===== config.mk =====
export PLATFORM = sky130hd
export DESIGN_NAME = alu_share_arbiter
export DESIGN_NICKNAME = d
export VERILOG_FILES = /design/src/rtl/alu_share_pkg.sv /design/src/rtl/alu.sv /design/src/rtl/alu_share_arbiter_rr_arbiter.sv /design/src/rtl/alu_share_arbiter.sv
export SDC_FILE = /design/constraint.sdc
export NUM_CORES = 2
export LEC_CHECK = 0
export CORE_ASPECT_RATIO = 1.25
export CORE_MARGIN = 3
export CORE_UTILIZATION = 45
export DETAILED_ROUTE_END_ITERATION = 8
export PLACE_DENSITY = 0.72
export SYNTH_ARGS = -nofsm -noshare
export SYNTH_HDL_FRONTEND = slang
export SYNTH_HIERARCHICAL = 1
export SYNTH_SLANG_ARGS = --single-unit

===== constraint.sdc =====
create_clock -name clk -period 14.86 [get_ports clk]
set_clock_uncertainty 0.05 [all_clocks]
set_input_delay 2.972 -clock clk [delete_from_list [all_inputs] [get_ports clk]]
set_output_delay 2.972 -clock clk [all_outputs]
set_load 0.05 [all_outputs]

===== src/rtl/alu_share_pkg.sv =====
// Shared definitions for the ALU sharing arbiter.
// FSM state encoding and the ALU opcode set.
package alu_share_pkg;

    localparam logic [1:0] ST_IDLE = 2'd0;
    localparam logic [1:0] ST_EXEC = 2'd1;
    localparam logic [1:0] ST_RESP = 2'd2;

    localparam logic [2:0] ALU_AND = 3'b000;
    localparam logic [2:0] ALU_OR  = 3'b001;
    localparam logic [2:0] ALU_ADD = 3'b010;
    localparam logic [2:0] ALU_SUB = 3'b100;
    localparam logic [2:0] ALU_MUL = 3'b101;
    localparam logic [2:0] ALU_SLT = 3'b110;

endpackage


===== src/rtl/alu.sv =====
// Single-cycle combinational ALU shared by all requesters.
// Ports: SrcA/SrcB operands, ALUControl opcode, ALUResult, Zero flag.
module alu
    import alu_share_pkg::*;
#(
    parameter int DATA_WIDTH = 32
) (
    input  logic [DATA_WIDTH-1:0] SrcA,
    input  logic [DATA_WIDTH-1:0] SrcB,
    input  logic [2:0]            ALUControl,
    output logic [DATA_WIDTH-1:0] ALUResult,
    output logic                  Zero
);

    logic [DATA_WIDTH-1:0] diff;

    assign diff = SrcA - SrcB;

    always_comb begin
        ALUResult = '0;
        case (ALUControl)
            ALU_AND: ALUResult = SrcA & SrcB;
            ALU_OR:  ALUResult = SrcA | SrcB;
            ALU_ADD: ALUResult = SrcA + SrcB;
            ALU_SUB: ALUResult = diff;
            ALU_MUL: ALUResult = SrcA * SrcB;
            // Sign bit of the difference, zero-extended.
            ALU_SLT: ALUResult = {{(DATA_WIDTH-1){1'b0}}, diff[DATA_WIDTH-1]};
            default: ALUResult = '0;
        endcase
    end

    assign Zero = (ALUResult == '0);

endmodule


===== src/rtl/alu_share_arbiter_rr_arbiter.sv =====
// Combinational round-robin arbiter starting its search at Ptr.
// Ports: Req vector, Ptr start index, one-hot Grant, encoded GrantId.
module rr_arbiter #(
    parameter int NUM_REQ = 2,
    localparam int PW = (NUM_REQ > 1) ? $clog2(NUM_REQ) : 1
) (
    input  logic [NUM_REQ-1:0] Req,
    input  logic [PW-1:0]      Ptr,
    output logic [NUM_REQ-1:0] Grant,
    output logic [PW-1:0]      GrantId
);

    logic [PW:0]   sum;
    logic [PW-1:0] idx;
    logic          found;

    always_comb begin
        Grant   = '0;
        GrantId = '0;
        found   = 1'b0;
        sum     = '0;
        idx     = '0;
        for (int k = 0; k < NUM_REQ; k++) begin
            // Ptr < NUM_REQ and k < NUM_REQ, so one subtraction wraps it.
            sum = {1'b0, Ptr} + (PW+1)'(k);
            if (sum >= (PW+1)'(NUM_REQ))
                sum = sum - (PW+1)'(NUM_REQ);
            idx = sum[PW-1:0];
            if (!found && Req[idx]) begin
                found      = 1'b1;
                Grant[idx] = 1'b1;
                GrantId    = idx;
            end
        end
    end

endmodule


===== src/rtl/alu_share_arbiter.sv =====
// Shares one ALU between NUM_REQ requesters: round-robin accept,
// latched operands, one EXEC cycle, registered response with valid/ready.
// Ports: clk, reset (async high); ReqValid/ReqReady/ReqSrcA/ReqSrcB/
// ReqALUControl request side; RspValid/RspReady/RspResult/RspZero/RspId
// response side; Busy high while an operation is in flight.
module alu_share_arbiter
    import alu_share_pkg::*;
#(
    parameter int DATA_WIDTH = 32,
    parameter int NUM_REQ    = 2,
    parameter int ID_WIDTH   = 1
) (
    input  logic                          clk,
    input  logic                          reset,
    input  logic [NUM_REQ-1:0]            ReqValid,
    output logic [NUM_REQ-1:0]            ReqReady,
    input  logic [NUM_REQ*DATA_WIDTH-1:0] ReqSrcA,
    input  logic [NUM_REQ*DATA_WIDTH-1:0] ReqSrcB,
    input  logic [NUM_REQ*3-1:0]          ReqALUControl,
    output logic [NUM_REQ-1:0]            RspValid,
    input  logic [NUM_REQ-1:0]            RspReady,
    output logic [DATA_WIDTH-1:0]         RspResult,
    output logic                          RspZero,
    output logic [ID_WIDTH-1:0]           RspId,
    output logic                          Busy
);

    localparam int PW = (NUM_REQ > 1) ? $clog2(NUM_REQ) : 1;

    logic [1:0]            state;
    logic [1:0]            next_state;
    logic [PW-1:0]         rr_ptr;
    logic [PW-1:0]         ptr_next;
    logic [DATA_WIDTH-1:0] lat_a;
    logic [DATA_WIDTH-1:0] lat_b;
    logic [2:0]            lat_op;
    logic [PW-1:0]         lat_id;
    logic [NUM_REQ-1:0]    grant;
    logic [PW-1:0]         grant_id;
    logic                  accept;
    logic                  rsp_done;
    logic [DATA_WIDTH-1:0] alu_res;
    logic                  alu_zero;

    logic [DATA_WIDTH-1:0] src_a [NUM_REQ];
    logic [DATA_WIDTH-1:0] src_b [NUM_REQ];
    logic [2:0]            src_op [NUM_REQ];

    for (genvar i = 0; i < NUM_REQ; i++) begin : g_unpack
        assign src_a[i]  = ReqSrcA[i*DATA_WIDTH +: DATA_WIDTH];
        assign src_b[i]  = ReqSrcB[i*DATA_WIDTH +: DATA_WIDTH];
        assign src_op[i] = ReqALUControl[i*3 +: 3];
    end

    rr_arbiter #(
        .NUM_REQ (NUM_REQ)
    ) u_rr (
        .Req     (ReqValid),
        .Ptr     (rr_ptr),
        .Grant   (grant),
        .GrantId (grant_id)
    );

    // Fed only from the latches so requester operands may change freely.
    alu #(
        .DATA_WIDTH (DATA_WIDTH)
    ) u_alu (
        .SrcA       (lat_a),
        .SrcB       (lat_b),
        .ALUControl (lat_op),
        .ALUResult  (alu_res),
        .Zero       (alu_zero)
    );

    assign accept   = (state == ST_IDLE) && (|grant);
    assign rsp_done = (state == ST_RESP) && RspReady[lat_id];
    assign ptr_next = (lat_id == PW'(NUM_REQ-1)) ? '0 : lat_id + PW'(1);
    assign RspId    = ID_WIDTH'(lat_id);

    always_ff @(posedge clk or posedge reset) begin
        if (reset) state <= ST_IDLE;
        else       state <= next_state;
    end

    always_comb begin
        next_state = state;
        unique case (state)
            ST_IDLE: if (accept)   next_state = ST_EXEC;
            ST_EXEC:               next_state = ST_RESP;
            ST_RESP: if (rsp_done) next_state = ST_IDLE;
            default:               next_state = ST_IDLE;
        endcase
    end

    always_comb begin
        ReqReady = '0;
        RspValid = '0;
        Busy     = 1'b0;
        unique case (state)
            // Gated by reset so nothing is offered while held in reset.
            ST_IDLE: ReqReady = reset ? '0 : grant;
            ST_EXEC: Busy = 1'b1;
            ST_RESP: begin
                Busy             = 1'b1;
                RspValid[lat_id] = 1'b1;
            end
            default: ;
        endcase
    end

    always_ff @(posedge clk or posedge reset) begin
        if (reset) begin
            rr_ptr    <= '0;
            lat_a     <= '0;
            lat_b     <= '0;
            lat_op    <= '0;
            lat_id    <= '0;
            RspResult <= '0;
            RspZero   <= 1'b0;
        end else begin
            if (accept) begin
                lat_a  <= src_a[grant_id];
                lat_b  <= src_b[grant_id];
                lat_op <= src_op[grant_id];
                lat_id <= grant_id;
            end
            if (state == ST_EXEC) begin
                RspResult <= alu_res;
                RspZero   <= alu_zero;
            end
            if (rsp_done)
                rr_ptr <= ptr_next;
        end
    end

endmodule

==> results.cfg <==
[timing]
tns_ps = 0
max_freq_ghz = 0.1053
max_slew.worst_pin.slew_ps = 1406
hold_viol = 0
drv_slew = 0
fin_crit_ps = 9499
max-slew-margin-rel = 0.03871
finalCritPeriodShare = 0.6392
rsz0062_at_grt = no
fin_ws_ps = 5361
setup_viol = 0

[floorplan]
rows = 96
pin_count = 179
die_w_um = 217.8
dieArea_mm2 = 0.05896
core_mm2 = 0.05513
initial_utilization = 0.4576
die_h_um = 270.7

[grt]
grt_busiest_layer = met2
grtUsageMet1 = 0.3794
grt-ovfl-total = 0
grt_use_met3 = 0.06212
grt_pass1_vias = 22868
grtUsageTotal = 0.3314
grt_max_degree = 106
antenna_found_initial = 2
use_met2 = 0.5506
grt_first_pass_wirelength_um = 144500

[clocking]
cts_root_buffer = clkbuf_16
cts.sinks = 104
insertion_delay_ps = 370
cts_buffers = 9
clk_pin_slew_worst_paths_ps = 80
ctsResizeCount = 0
hold_buffers = 0
cts-htree-levels = 3
cts_tree = done
clk_path_buf_depth = 2
cts_setup_buffers = 0

[routing]
drt_iter0_drc = 2215
antenna_left = 0
routedWlPerCell_um = 25.97
wl_um = 98230
vias_per_cell = 5.886
drc = 0
num_vias = 22265
first_pass_iters = 6

[worst_setup_path]
crit_required_ps = 15130
max_stage_delay_ps = 810
start_kind = register
path_max_fanout = 18
rrSetupSlack_ps = 5360
worstReg2RegStart = lat_a[5]
regToRegEndpoint = RspZero
crit_arrival_ps = 9770
critPathKind = register to register
cp-startpoint = lat_a[5]
reg2reg_depth = 29
path_common_cell = fa_1
cp_slowest_cell = clkinv_1
crit_path_end_kind = register

[min_path]
whs_path_depth = 2
hold_class = register to register
hold_start = lat_a[3]
holdPathEnd = lat_a[3]

[yosys]
synthesis.nets = 3742
seq_area_frac_synth = 0.1032
avgSynthCellArea_um2 = 8.495
yosysUniqueCellTypes = 92
synth_commonest_cells = 476 x inv_1, 410 x fa_1, 390 x nor2_1, 349 x nand2_1, 222 x ha_1
synth_top_area_frac = 0.3253
yosysWarnings = 6
synthCells = 2970
netlist_area_mm2 = 0.02523
synth_top_cell_by_area = fa_1
synth-seq-cells = 104
synth_ff_type = dfrtp_1
yosysMostFrequentCell = inv_1
synth_area_leaders = fa_1 33%, ha_1 11%, dfrtp_1 10%
synth_edf_count = 0
synthArstFlopShare = 1.000

[placement]
portBuffers = 178
gp_congestion = 1.053
dp_hpwl_um = 79220
dp_slack_ps = 5539

[layout]
area_growth_pct = 10.28
antenna_cells = 0
final.fill_count = 5248
layout.nets = 3815
drive_gt1_frac = 0.04331

[flow_run]
drv_cap = 0

[run_status]
status = finished clean
[worst max-delay path, delay by kind of cell, from the launching register on]
kind | cells | cell delay (ps)
flops | 1 | 720
simple gates | 7 | 1660
fa+ha+maj | 9 | 3920
compound gates | 5 | 1790
buf+inv | 7 | 1140
mux | 1 | 140
[layer usage]
layer / share of wire / vias up / wire length, µm
li1: - / 9632 / -
met1: 0.35 / 10887 / 34240
met2: 0.47 / 1330 / 46240
met3: 0.085 / 412 / 8360
met4: 0.095 / 4 / 9372
met5: 0.00022 / - / 22
[area by class of cell]
class | instances | area (µm²) | share of cell area
Clock buffer | 9 | 225.2 | 0.008095
Clock inverter | 7 | 88.84 | 0.003193
Inverter | 495 | 1861 | 0.06687
Multi-Input combinational cell | 2221 | 20090 | 0.7220
Sequential cell | 104 | 2604 | 0.09358
Tap cell | 735 | 919.6 | 0.03305
Timing Repair Buffer | 212 | 2037 | 0.07321
[cells by family (layout without fill, tap and decap cells)]
family | Yosys count | after routing | share of synthesized area
simple gates | 900 | 900 | 0.1494
buf+inv | 645 | 723 | 0.1014
fa+ha+maj | 632 | 632 | 0.4354
compound gates | 454 | 454 | 0.1205
mux | 133 | 133 | 0.05480
flops | 104 | 104 | 0.1032
xor+xnor | 102 | 102 | 0.03541
[sequential cells by signal, indices dropped and copies added, names as in the netlist]
register / cells
RspId: 1
RspResult: 32
RspZero: 1
lat_a: 32
lat_b: 32
lat_op: 3
rr_ptr: 1
state: 2
[stage by stage]
stage	cells	util	hold slack, ps	area [µm²]
floorplan	2970	-	398.0	25230
global placement	3767	0.4990	413.3	27510
detailed placement	3767	0.4990	429.1	27510
CTS	3783	0.5047	456.3	27820
global route	3783	0.5047	482.0	27820
finish	3783	0.5047	448.1	27820
[cell usage in the layout (no fill, tap or decap), types with 16 or more instances in the layout]
cell type | Yosys | final
xor2_1 | 24 | 24
a31oi_1 | 17 | 17
nand2_1 | 349 | 349
ha_1 | 222 | 222
inv_1 | 476 | 475
mux2i_1 | 95 | 95
nand3_1 | 19 | 19
nor2_1 | 390 | 389
nand4_1 | 16 | 16
mux2_2 | 37 | 37
xnor2_1 | 78 | 78
a21o_1 | 18 | 18
o21ai_0 | 88 | 88
o21bai_1 | 17 | 17
clkdlybuf4s50_1 | 0 | 178
fa_1 | 410 | 410
o21ai_1 | 49 | 49
nor3_1 | 25 | 24
buf_4 | 5 | 34
a211oi_1 | 17 | 17
nor2b_1 | 21 | 21
a21oi_1 | 85 | 85
dfrtp_1 | 104 | 103
[worst max-delay path by stage]
stage / slack [ps] / endpoint / cells past startpoint
after global routing: 4970 / RspZero / 29
after global placement: 5670 / RspZero / 29
final: 5360 / RspZero / 29
after detailed placement: 5540 / RspZero / 29
after floorplan: 5950 / ReqReady[0] / 2
after CTS: 5510 / RspZero / 29
Power is not shown: default switching activity piles up to over one toggle a cycle in this logic, so the estimate is an artifact.
